--- src/rtl/ps2_key_decoder_if.sv ---
// Byte stream from the PS/2 receiver and decoded key events/levels for the VGA side.
interface ps2_key_decoder_if;
    logic [7:0] rx_data;
    logic       read_data;
    logic       rx_err;
    logic [7:0] key_code;
    logic       key_ext;
    logic       key_event;
    logic       key_held;
    logic       dir_left;
    logic       dir_right;
    logic       dir_up;
    logic       dir_down;

    modport master (
        output rx_data, read_data, rx_err,
        input  key_code, key_ext, key_event, key_held,
        input  dir_left, dir_right, dir_up, dir_down
    );

    modport slave (
        input  rx_data, read_data, rx_err,
        output key_code, key_ext, key_event, key_held,
        output dir_left, dir_right, dir_up, dir_down
    );
endinterface

--- src/rtl/ps2_key_decoder.sv ---
// Parses PS/2 set-2 make/break/extended sequences into key events, a latched
// scan code, and held-key direction levels.
module ps2_key_decoder #(
    parameter int TIMEOUT_CYCLES = 2000000,
    parameter int CNT_WIDTH      = 21
) (
    input  logic               clk,
    input  logic               reset,
    ps2_key_decoder_if.slave   bus
);

    localparam logic [1:0] IDLE    = 2'd0;
    localparam logic [1:0] EXT     = 2'd1;
    localparam logic [1:0] BRK     = 2'd2;
    localparam logic [1:0] EXT_BRK = 2'd3;

    logic [1:0]           state;
    logic [1:0]           next_state;
    logic [CNT_WIDTH-1:0] timeout_cnt;
    logic [7:0]           key_code;
    logic                 key_ext;
    logic                 key_event;
    logic                 key_held;
    logic [7:0]           dir_src;
    logic                 do_make;
    logic                 do_break;
    logic                 ext_bit;
    logic                 code_match;
    logic [7:0]           byte_mask;

    // One bit per direction source; the letter key and the arrow key are
    // tracked separately so releasing one does not drop a level the other holds.
    function automatic logic [7:0] dir_mask(input logic [7:0] code, input logic ext);
        logic [7:0] m;
        m = 8'h00;
        case ({ext, code})
            9'h01C: m[0] = 1'b1;
            9'h16B: m[1] = 1'b1;
            9'h023: m[2] = 1'b1;
            9'h174: m[3] = 1'b1;
            9'h01D: m[4] = 1'b1;
            9'h175: m[5] = 1'b1;
            9'h01B: m[6] = 1'b1;
            9'h172: m[7] = 1'b1;
            default: m = 8'h00;
        endcase
        return m;
    endfunction

    always_comb begin
        next_state = state;
        do_make    = 1'b0;
        do_break   = 1'b0;
        ext_bit    = 1'b0;
        if (bus.read_data) begin
            case (state)
                IDLE: begin
                    case (bus.rx_data)
                        8'hF0: next_state = BRK;
                        8'hE0: next_state = EXT;
                        8'h00, 8'hAA, 8'hEE, 8'hFA, 8'hFE, 8'hFF: next_state = IDLE;
                        default: do_make = 1'b1;
                    endcase
                end
                EXT: begin
                    ext_bit = 1'b1;
                    case (bus.rx_data)
                        8'hF0: next_state = EXT_BRK;
                        8'hE0: next_state = EXT;
                        8'h12, 8'h59: next_state = IDLE;
                        default: begin
                            do_make    = 1'b1;
                            next_state = IDLE;
                        end
                    endcase
                end
                BRK: begin
                    do_break   = 1'b1;
                    next_state = IDLE;
                end
                default: begin
                    ext_bit    = 1'b1;
                    do_break   = 1'b1;
                    next_state = IDLE;
                end
            endcase
        end
    end

    assign code_match = (bus.rx_data == key_code) && (ext_bit == key_ext);
    assign byte_mask  = dir_mask(bus.rx_data, ext_bit);

    // An error strobe outranks a byte in the same cycle, and a byte outranks
    // timeout expiry; a make that repeats the held key changes nothing.
    always_ff @(posedge clk) begin
        if (!reset) begin
            state       <= IDLE;
            timeout_cnt <= '0;
            key_code    <= 8'h00;
            key_ext     <= 1'b0;
            key_event   <= 1'b0;
            key_held    <= 1'b0;
            dir_src     <= 8'h00;
        end else begin
            key_event <= 1'b0;
            if (bus.rx_err) begin
                state       <= IDLE;
                timeout_cnt <= '0;
            end else if (bus.read_data) begin
                state       <= next_state;
                timeout_cnt <= '0;
                if (do_make) begin
                    dir_src <= dir_src | byte_mask;
                    if (!(key_held && code_match)) begin
                        key_code  <= bus.rx_data;
                        key_ext   <= ext_bit;
                        key_held  <= 1'b1;
                        key_event <= 1'b1;
                    end
                end
                if (do_break) begin
                    dir_src <= dir_src & ~byte_mask;
                    if (code_match) begin
                        key_held <= 1'b0;
                    end
                end
            end else if (state != IDLE) begin
                if (timeout_cnt == CNT_WIDTH'(TIMEOUT_CYCLES - 1)) begin
                    state       <= IDLE;
                    timeout_cnt <= '0;
                end else begin
                    timeout_cnt <= timeout_cnt + CNT_WIDTH'(1);
                end
            end else begin
                timeout_cnt <= '0;
            end
        end
    end

    assign bus.key_code  = key_code;
    assign bus.key_ext   = key_ext;
    assign bus.key_event = key_event;
    assign bus.key_held  = key_held;
    assign bus.dir_left  = dir_src[0] | dir_src[1];
    assign bus.dir_right = dir_src[2] | dir_src[3];
    assign bus.dir_up    = dir_src[4] | dir_src[5];
    assign bus.dir_down  = dir_src[6] | dir_src[7];

endmodule

--- src/flat_wrapper.sv ---
// flat-port wrapper written by rule: the top's interface ports become plain ports
module ps2_key_decoder_flat 
#(
    parameter int TIMEOUT_CYCLES = 2000000,
    parameter int CNT_WIDTH      = 21
)
  (clk, reset, bus_rx_data, bus_read_data, bus_rx_err, bus_key_code, bus_key_ext, bus_key_event, bus_key_held, bus_dir_left, bus_dir_right, bus_dir_up, bus_dir_down);
  ps2_key_decoder_if bus_i ();
  input  logic clk;
  input  logic reset;
  input wire logic [$bits(bus_i.rx_data)-1:0] bus_rx_data;
  input wire logic [$bits(bus_i.read_data)-1:0] bus_read_data;
  input wire logic [$bits(bus_i.rx_err)-1:0] bus_rx_err;
  output wire logic [$bits(bus_i.key_code)-1:0] bus_key_code;
  output wire logic [$bits(bus_i.key_ext)-1:0] bus_key_ext;
  output wire logic [$bits(bus_i.key_event)-1:0] bus_key_event;
  output wire logic [$bits(bus_i.key_held)-1:0] bus_key_held;
  output wire logic [$bits(bus_i.dir_left)-1:0] bus_dir_left;
  output wire logic [$bits(bus_i.dir_right)-1:0] bus_dir_right;
  output wire logic [$bits(bus_i.dir_up)-1:0] bus_dir_up;
  output wire logic [$bits(bus_i.dir_down)-1:0] bus_dir_down;
  assign bus_i.rx_data = bus_rx_data;
  assign bus_i.read_data = bus_read_data;
  assign bus_i.rx_err = bus_rx_err;
  assign bus_key_code = bus_i.key_code;
  assign bus_key_ext = bus_i.key_ext;
  assign bus_key_event = bus_i.key_event;
  assign bus_key_held = bus_i.key_held;
  assign bus_dir_left = bus_i.dir_left;
  assign bus_dir_right = bus_i.dir_right;
  assign bus_dir_up = bus_i.dir_up;
  assign bus_dir_down = bus_i.dir_down;
  ps2_key_decoder #(.TIMEOUT_CYCLES(TIMEOUT_CYCLES), .CNT_WIDTH(CNT_WIDTH)) u_core (.clk(clk), .reset(reset), .bus(bus_i));
endmodule
--- config.mk ---
export PLATFORM = sky130hd
export DESIGN_NAME = ps2_key_decoder_flat
export DESIGN_NICKNAME = d
export VERILOG_FILES = /design/src/rtl/ps2_key_decoder_if.sv /design/src/rtl/ps2_key_decoder.sv /design/src/flat_wrapper.sv
export SDC_FILE = /design/constraint.sdc
export NUM_CORES = 1
export LEC_CHECK = 0
export ABC_AREA = 1
export BUFFER_PORTS_ARGS = -buffer_cell sky130_fd_sc_hd__buf_4
export CORE_ASPECT_RATIO = 1.4
export CORE_MARGIN = 3
export CORE_UTILIZATION = 30
export CTS_CLUSTER_SIZE = 16
export DETAILED_ROUTE_END_ITERATION = 7
export HOLD_SLACK_MARGIN = 0.15
export SLEW_MARGIN = 20
export SYNTH_ARGS = -nofsm -noshare
export SYNTH_HDL_FRONTEND = slang
export SYNTH_SLANG_ARGS = --single-unit
--- constraint.sdc ---
create_clock -name clk -period 1.5 [get_ports clk]
set_input_delay 0.3 -clock clk [delete_from_list [all_inputs] [get_ports clk]]
set_output_delay 0.3 -clock clk [all_outputs]
set_load 0.05 [all_outputs]
==> results_dict.tcl <==
set metrics [dict create \
    synthFlopType "dfxtp_1" \
    max_slew.worst_pin.slew_ns 0.5991 \
    drt_iter0_drc 84 \
    start_kind "register" \
    status "finished with violations" \
    numCtsBuffers 5 \
    period_needed_ns 1.537 \
    multi_input_area_sq_mm 0.001644 \
    avgSynthCellArea_sq_um 6.549 \
    timing.final.crit_share_pct 102.4 \
    synth_seq_area_share_pct 36.68 \
    clockBufferDepth 2 \
    synth_top_area_share_pct 36.68 \
    yosys.area.top_type "dfxtp_1" \
    place_inst 527 \
    hold_path.class "in2reg" \
    drive_gt1_share_pct 45.31 \
    grt_max_degree 19 \
    port_buffers 26 \
    drv_cap 0 \
    drcViolationCount 0 \
    syn-cell-area_sq_mm 0.002292 \
    cts_hold_buf 0 \
    diodes 0 \
    pin_count 27 \
    endpoint_kind "register" \
    critical_path.top_delay_family "simple AND/OR/NAND/NOR gates" \
    final_core_util_pct 48.87 \
    detail-route-antenna-nets 0 \
    cts_tree "done" \
    instances_no_fill 545 \
    syn_nets 363 \
    synth_area_leaders "dfxtp_1 37%, nor2_1 12%, nand2_1 11%, inv_1 5.1%, a21oi_1 5.0%" \
    grt_setup_unrepaired "yes" \
    hpwl_um 4669 \
    vias 2570 \
    core-area_sq_mm 0.007407 \
    h-tree-depth 2 \
    fin_tns_setup_ns -0.1298 \
    report.final.setup_viol 10 \
    num_rows 37 \
    yosysWarnings 0 \
    timing.final.ws_setup_ns -0.03671 \
    grtUsageTotal_pct 14.58 \
    wl_per_cell_um 12.37 \
    relSlewSlack_pct 59.69 \
    start_util_pct 30.95 \
    synthCells 350 \
    area_delta_synth_final_pct 57.91 \
    slew_violations 0 \
    ys_async_sr_fraction_pct 0 \
    worstSkewPairLatency_ns 0.29 \
    root_buffer "clkbuf_8" \
    die_h_um 109.4 \
    detail_route.wirelength_um 6741 \
    gp_congestion 0.8963 \
    crit_arrival_ns 1.72 \
    dieArea_sq_mm 0.008740 \
    synth-seq-cells 42 \
    hold_slack_ns 0.2731 \
    nNetsFinal 461 \
    fmax_mhz 650.7 \
    grt_pass1_wl_um 10250 \
    drt-pass1-iter-count 4 \
    antenna_found_initial 0 \
    die_w_um 79.88 \
    clock-skew-final_ns 0.01113 \
    crit_type "reg2reg" \
    ir_drop_v 0.0003781 \
    clock-sinks 42 \
    finalHoldViolCount 0 \
    cp.required_ns 1.68 \
    synth_cell_types 28 \
    path_cells "ha_4, nand2_4, nor2_4, inv_2, nor2_4, nand3_4, nand2_4, buf_12, o21bai_1, a21oi_1" \
    cpPeakStageDelay_ns 0.36 \
    power_mw 2.254 \
    power_density_mw_per_mm2 622.6 \
    violations "setup timing" \
    seq_area_sq_um 864.6 \
    r2r_setup_slack_ns -0.04 \
    clk_pin_slew_worst_paths_ns 0.09 \
    grt_overflow 0 \
    crit_buf_inv 2 \
    cp_slowest_cell "dfxtp_2" \
    via_per_inst 4.716 \
    fillerInstances 740 \
    cp_max_fo 7 \
    p_leak_nw 1.479 \
    synth_edf_count 0 \
    grt_pass1_vias 2471 \
]
==> routing by layer <==
layer | global-route usage (%) | up-vias | part of all wire (%)
met5 | 0 | - | 0
met4 | 5.193 | 0 | 3.2
met3 | 2.623 | 14 | 3.6
met2 | 28.73 | 46 | 55
met1 | 15.07 | 1186 | 38
li1 | - | 1324 | -
==> path summary, 6_finish.rpt <==
| check | start | cells past startpoint | to |
|---|---|---|---|
| setup / recovery | u_core.timeout_cnt[1] | 10 | u_core.timeout_cnt[12] |
| hold reg to reg | u_core.timeout_cnt[19] | 2 | u_core.timeout_cnt[19] |
| setup reg to reg | u_core.timeout_cnt[1] | 10 | u_core.timeout_cnt[12] |
| hold / removal | bus_rx_data[4] | 3 | u_core.bus.key_code[4] |
==> per-stage QoR <==
stage,area [sq um],worst slack (ns)
2_1_floorplan,2366,0.005215
3_3_place_gp,3100,-0.2240
3_5_place_dp,3100,-0.2326
4_1_cts,3232,-0.01494
5_1_grt,3620,-0.1544
6_report,3620,-0.03671
==> final cells by class <==
type / count / share of cell area (%)
Timing Repair Buffer: 96 / 21.36
Sequential cell: 42 / 23.89
Inverter: 36 / 3.871
Clock buffer: 7 / 2.109
Multi-Input combinational cell: 267 / 45.42
Tap cell: 97 / 3.353
==> synth_stat cells (2+ instances only) <==
cell,count
a21oi_1,23
buf_2,5
dfxtp_1,42
inv_1,31
inv_2,4
nand2_1,68
nand2_2,5
nand2_4,2
nand3_1,23
nand4_1,7
nor2_1,76
nor2_2,4
nor3_1,8
nor4_1,5
o21a_1,2
o21ai_0,15
o21bai_1,2
or2_2,7
xnor2_1,9
xor2_1,4
==> cell families after synthesis <==
group	count (synthesis)	share of synthesized area (%)
simple gates	208	40.17
xor+xnor	13	4.967
compound gates	43	9.989
buf+inv	43	7.641
flops	42	36.68
fa+ha+maj	1	0.5458
==> layout by cell type, fill, tap and decap left out, types with 3 or more instances in the layout <==
cell type	count
inv_2	5
nor4_1	5
nand2_4	7
nand3_1	13
nand2_1	60
a21oi_2	12
nand4_1	7
nor2_1	63
nand2_2	7
nand3_4	3
dfxtp_2	13
o21ai_0	5
nand3_2	7
a21oi_1	10
clkbuf_8	5
xnor2_1	8
inv_1	28
nor2_4	10
o21ai_2	7
buf_4	89
buf_6	4
nor3_2	5
nor3_1	3
xor2_1	4
o21ai_1	3
nor2_2	9
or2_2	7
dfxtp_1	27
==> tightest hold or removal path, cell delays in order <==
cell and delay [ns]:
buf_4 0.10, o21ai_2 0.05, nor2_1 0.08
==> repair_timing <==
| item | 4_1_cts | 5_1_grt |
|---|---|---|
| setup endpoints to repair | 26 | 38 |
| setup buffers | 2 | 5 |
| gates cloned | 0 | 4 |
| gates resized for setup | 11 | 86 |
| pin swaps | 5 | 18 |
==> report_power, final <==
part	total, mW	internal [mW]	switching, mW
sequential	1.15	1.13	0.0196
clock	0.703	0.321	0.382
combinational	0.397	0.157	0.240
Note: power is estimated with default switching activity, not from simulation.
